<file path="src/rtl/pcs_pkg.sv">
// Shared definitions for the PCS transmit path: symbol width, comma symbol
// and the serializer state encoding.
package pcs_pkg;

  localparam int SYM_WIDTH = 10;
  localparam logic [SYM_WIDTH-1:0] K28_5_RDN = 10'h17C;

  typedef enum logic [1:0] {
    OFF  = 2'd0,
    SYNC = 2'd1,
    RUN  = 2'd2
  } tx_state_e;

endpackage

</file>
<file path="src/rtl/pcs_tx_serializer.sv">
// Link-clock transmit serializer: pulls FWFT symbols, shifts them out LSB first,
// sends a comma preamble after enable and fills FIFO underruns with commas.
module pcs_tx_serializer
  import pcs_pkg::*;
#(
  parameter int                    DATA_WIDTH   = SYM_WIDTH,
  parameter logic [DATA_WIDTH-1:0] IDLE_SYMBOL  = DATA_WIDTH'(K28_5_RDN),
  parameter int                    SYNC_SYMBOLS = 8,
  parameter int                    CNT_WIDTH    = 16
) (
  input  logic                  clk_link,
  input  logic                  rst_link,
  input  logic                  tx_en,
  input  logic [DATA_WIDTH-1:0] fifo_data,
  input  logic                  fifo_empty,
  output logic                  fifo_rd_en,
  output logic                  tx_bit,
  output logic                  link_up,
  output logic                  idle_ins,
  output logic [CNT_WIDTH-1:0]  idle_ins_cnt
);

  localparam int BW = $clog2(DATA_WIDTH);
  localparam int SW = $clog2(SYNC_SYMBOLS + 1);
  localparam logic [BW-1:0] LAST_BIT  = BW'(DATA_WIDTH - 1);
  localparam logic [SW-1:0] SYNC_LAST = SW'(SYNC_SYMBOLS);

  function automatic logic [CNT_WIDTH-1:0] sat_inc(input logic [CNT_WIDTH-1:0] v);
    return (&v) ? v : v + CNT_WIDTH'(1);
  endfunction

  tx_state_e             state;
  logic [DATA_WIDTH-1:0] shift_reg;
  logic [BW-1:0]         bit_cnt;
  logic [SW-1:0]         sync_cnt;
  logic                  load;
  logic                  run_rule;
  logic                  pop;
  logic                  fill;

  // The boundary that ends the last preamble comma already behaves like RUN.
  assign load     = (state != OFF) && (bit_cnt == LAST_BIT);
  assign run_rule = (state == RUN) || ((state == SYNC) && (sync_cnt == SYNC_LAST));
  assign pop      = load && tx_en && run_rule && !fifo_empty;
  assign fill     = load && tx_en && run_rule && fifo_empty;

  assign fifo_rd_en = pop;
  assign tx_bit     = shift_reg[0];

  always_ff @(posedge clk_link or posedge rst_link) begin
    if (rst_link) begin
      state        <= OFF;
      shift_reg    <= '0;
      bit_cnt      <= LAST_BIT;
      sync_cnt     <= '0;
      link_up      <= 1'b0;
      idle_ins     <= 1'b0;
      idle_ins_cnt <= '0;
    end else begin
      idle_ins <= fill;
      if (fill) begin
        idle_ins_cnt <= sat_inc(idle_ins_cnt);
      end

      case (state)
        OFF: begin
          if (tx_en) begin
            state     <= SYNC;
            shift_reg <= IDLE_SYMBOL;
            bit_cnt   <= '0;
            sync_cnt  <= SW'(1);
          end
        end
        default: begin
          if (!load) begin
            shift_reg <= shift_reg >> 1;
            bit_cnt   <= bit_cnt + BW'(1);
          end else if (!tx_en) begin
            // Shutdown only takes effect once the current symbol is complete.
            state     <= OFF;
            link_up   <= 1'b0;
            shift_reg <= '0;
            bit_cnt   <= LAST_BIT;
            sync_cnt  <= '0;
          end else begin
            bit_cnt <= '0;
            if (run_rule) begin
              state     <= RUN;
              link_up   <= 1'b1;
              shift_reg <= fifo_empty ? IDLE_SYMBOL : fifo_data;
            end else begin
              shift_reg <= IDLE_SYMBOL;
              sync_cnt  <= sync_cnt + SW'(1);
            end
          end
        end
      endcase
    end
  end

endmodule

</file>
<file path="config.mk">
export PLATFORM = sky130hd
export DESIGN_NAME = pcs_tx_serializer
export DESIGN_NICKNAME = d
export VERILOG_FILES = /design/src/rtl/pcs_pkg.sv /design/src/rtl/pcs_tx_serializer.sv
export SDC_FILE = /design/constraint.sdc
export NUM_CORES = 1
export LEC_CHECK = 0
export ABC_AREA = 1
export CAP_MARGIN = 20
export CELL_PAD_IN_SITES_DETAIL_PLACEMENT = 0
export CELL_PAD_IN_SITES_GLOBAL_PLACEMENT = 1
export CORE_AREA = 5 5 82 84
export DETAILED_ROUTE_END_ITERATION = 8
export DIE_AREA = 0 0 87 89
export HOLD_SLACK_MARGIN = 0.12
export PLACE_DENSITY = 0.81
export SYNTH_ARGS = -nofsm -noshare
export SYNTH_HDL_FRONTEND = slang
export SYNTH_SLANG_ARGS = --single-unit
</file>
<file path="constraint.sdc">
create_clock -name clk_link -period 5.05 [get_ports clk_link]
set_input_delay 0.7575 -clock clk_link [delete_from_list [all_inputs] [get_ports clk_link]]
set_output_delay 0.7575 -clock clk_link [all_outputs]
set_load 0.03 [all_outputs]
</file>
==> results.sh <==
export IMPL_r2r_start="bit_cnt[0]"
export IMPL_root_buffer="clkbuf_8"
export IMPL_rr_endpoint="idle_ins_cnt[9]"
export IMPL_rsz0062_at_grt="false"
export IMPL_maxCapViolations=0
export IMPL_syn_inst=304
export IMPL_cpPeakStageDelay_ns=0.71
export IMPL_clkTransAtPathRegs_ns=0.08
export IMPL_post_drt_wl_per_cell_microns=12.8
export IMPL_htree_num_levels=2
export IMPL_grt_pass1_vias=1857
export IMPL_skew_ns=0.00546
export IMPL_drtPass1Iterations=4
export IMPL_cp_required_ns=4.29
export IMPL_path_cells="clkdlybuf4s50_1 -> nand2_4 -> nor2_8 -> nand2_1 -> nor2_2 -> clkdlybuf4s50_1"
export IMPL_cts_buffer_depth=2
export IMPL_leakagePower_uw=0.00129
export IMPL_ys_seq_area_share_pct=41.3
export IMPL_worstMarginPinSlew_ns=0.497
export IMPL_cts_tree="built"
export IMPL_gp_congestion=0.727
export IMPL_synth_avg_cell_area_sq_um=7.59
export IMPL_power_share_combinational_pct=30.4
export IMPL_cp_slowest_cell="clkdlybuf4s50_1"
export IMPL_maxSlewHeadroom_pct=66.9
export IMPL_setup_viol=0
export IMPL_antennaDiodeCount=0
export IMPL_p_sw_uw=336
export IMPL_r2r_slack_ns=2.98
export IMPL_area_delta_synth_final_pct=20.5
export IMPL_seqPwrFrac_pct=44.7
export IMPL_grt_max_degree=39
export IMPL_synthesis_area_sq_mm=0.00231
export IMPL_ant_nets=0
export IMPL_startpoint_type="input pin"
export IMPL_cts_hold_buf=0
export IMPL_start_util_pct=39.5
export IMPL_crit_top_cell="clkdlybuf4s50_1"
export IMPL_routed_wl_microns=5310
export IMPL_status="finished, final reports clean"
export IMPL_ys_top_cells_by_area="dfrtp_1 39%, nand2_1 15%, nor2_1 5.2%"
export IMPL_hold_class="flop to flop"
export IMPL_drc=0
export IMPL_dp_hpwl_microns=3720
export IMPL_crit_path_end="fifo_rd_en"
export IMPL_fmax_mhz=300
export IMPL_io_pins=34
export IMPL_avgViaCountPerCell=4.77
export IMPL_r2r_cells=7
export IMPL_fillers=584
export IMPL_vias=1973
export IMPL_p_per_area_mw_per_mm2=325
export IMPL_num_rows=28
export IMPL_post_cts_buffers=0
export IMPL_ys_ff_latch=38
export IMPL_final_min_clock_period_ns=3.34
export IMPL_overflow=0
export IMPL_die_w_microns=87
export IMPL_cts_sinks=38
export IMPL_crit_start="tx_en"
export IMPL_drive_gt1_share_pct=11.2
export IMPL_final_setup_tns_ns=0
export IMPL_grt_util_all_layers_pct=15.1
export IMPL_critPathArrivalTime_ns=2.58
export IMPL_switching_share_pct=37.1
export IMPL_port_buffers=33
export IMPL_post_route_period_util_pct=66.1
export IMPL_numCtsBuffers=5
export IMPL_antenna_found_initial=0
export IMPL_largest_reg_flops=16
export IMPL_whs_ns=0.505
export IMPL_netlist_area_leader_share_pct=39.0
export IMPL_synth_top_area_cell="dfrtp_1"
export IMPL_yosysWarningCount=0
export IMPL_cp_max_fo=8
export IMPL_p_clk_share_pct=24.9
export IMPL_grt_first_pass_wirelength_microns=9010
export IMPL_dieArea_sq_mm=0.00774
export IMPL_syn_nets=323
export IMPL_slew_violations=0
export IMPL_hold_viol_final=0
export IMPL_synth_cell_types=28
export IMPL_drt_iter0_drc=70
export IMPL_endpoint_kind="primary output"
export IMPL_insertion_delay_ns=0.29
export IMPL_crit_type="input pin to primary output"
export IMPL_coreArea_sq_mm=0.00585
export IMPL_peakVddDrop_mv=0.142
export IMPL_fp_dieH_microns=89
export IMPL_cts_resized=0
export IMPL_intPower_uw=568
export IMPL_nets=357
synthesized netlist by cell type:
| master | count |
|---|---|
| o21ai_1 | 9 |
| buf_12 | 1 |
| nor2_4 | 1 |
| inv_1 | 24 |
| nand2_1 | 91 |
| a21oi_1 | 12 |
| dfrtp_1 | 36 |
| buf_6 | 1 |
| a31oi_1 | 1 |
| nand2_2 | 12 |
| o22ai_1 | 3 |
| nand3_1 | 23 |
| a21oi_2 | 1 |
| nor2_1 | 32 |
| nand4_1 | 6 |
| nand3_4 | 2 |
| inv_2 | 4 |
| nor2_2 | 2 |
| nor4_1 | 1 |
| xor2_1 | 5 |
| o21ai_0 | 16 |
| dfstp_2 | 2 |
| xnor2_1 | 4 |
| buf_2 | 2 |
| nand2_4 | 2 |
| ha_1 | 5 |
| nor2_8 | 3 |
| clkbuf_1 | 3 |
metal layers:
layer  vias to the layer above  GRT usage (%)  wire length, microns
met5                         -              0                     0
met3                         7           3.41                   196
li1                       1044              -                     -
met1                       892           22.0                  2780
met4                         0           5.52                    81
met2                        30           21.7                  2250
placed cells by master, fill, tap and decap left out, types with 2 or more instances in the layout:
cell | netlist | layout
ha_1 | 5 | 5
nor2_1 | 32 | 32
xor2_1 | 5 | 5
nand4_1 | 6 | 6
nand3_1 | 23 | 23
nand3_4 | 2 | 2
dfrtp_1 | 36 | 36
clkdlybuf4s50_1 | 0 | 33
nand2_1 | 91 | 91
a21oi_1 | 12 | 12
o21ai_1 | 9 | 9
nor2_2 | 2 | 2
nor2_8 | 3 | 3
nand2_2 | 12 | 12
clkbuf_8 | 0 | 6
nand2_4 | 2 | 2
inv_1 | 24 | 24
o21ai_0 | 16 | 16
inv_2 | 4 | 4
o22ai_1 | 3 | 3
dfstp_2 | 2 | 2
xnor2_1 | 4 | 4
layout make-up:
type / instances / area [sq um] / share of cell area [%]
Clock buffer: 6 / 82.6 / 2.97
Clock inverter: 2 / 12.5 / 0.450
Inverter: 28 / 105 / 3.78
Multi-Input combinational cell: 231 / 1200 / 43.0
Sequential cell: 38 / 953 / 34.3
Tap cell: 75 / 93.8 / 3.37
Timing Repair Buffer: 34 / 338 / 12.1
kinds of logic after synthesis:
logic type,count (synthesis),synth area share (%)
simple gates,175,36.3
compound gates,42,9.49
flops,38,41.3
buf+inv,35,6.83
xor+xnor,9,3.41
fa+ha+maj,5,2.71
metrics by stage:
stage	instances	total power (uW)	area, sq um	utilization (%)	setup WS (ns)
2_1_floorplan	304	616	2310	-	2.83
3_3_place_gp	406	681	2690	45.9	1.73
3_5_place_dp	406	687	2690	45.9	1.69
4_1_cts	414	916	2780	47.6	1.70
5_1_grt	414	980	2780	47.6	1.60
6_report	414	904	2780	47.6	1.71
power groups by stage:
stage          clock [uW]  combinational [uW]  sequential, uW
3_5_place_dp            0                 278             410
2_1_floorplan           0                 205             411
6_report              225                 275             404
4_1_cts               234                 279             403
3_3_place_gp            0                 273             408
5_1_grt               248                 318             414
worst min-delay path by stage:
stage,startpoint,cells past startpoint,end
floorplan,shift_reg[9],2,shift_reg[9]
global placement,shift_reg[9],2,shift_reg[9]
detailed placement,link_up,2,link_up
CTS,shift_reg[9],2,shift_reg[9]
global route,shift_reg[9],2,shift_reg[9]
finish,shift_reg[9],2,shift_reg[9]
critical path, delay by kind of cell:
family                 cells  cell delay, ns
buffers and inverters      2            1.26
and+or+nand+nor            4            0.56
Note: power is estimated with default switching activity, not from simulation.
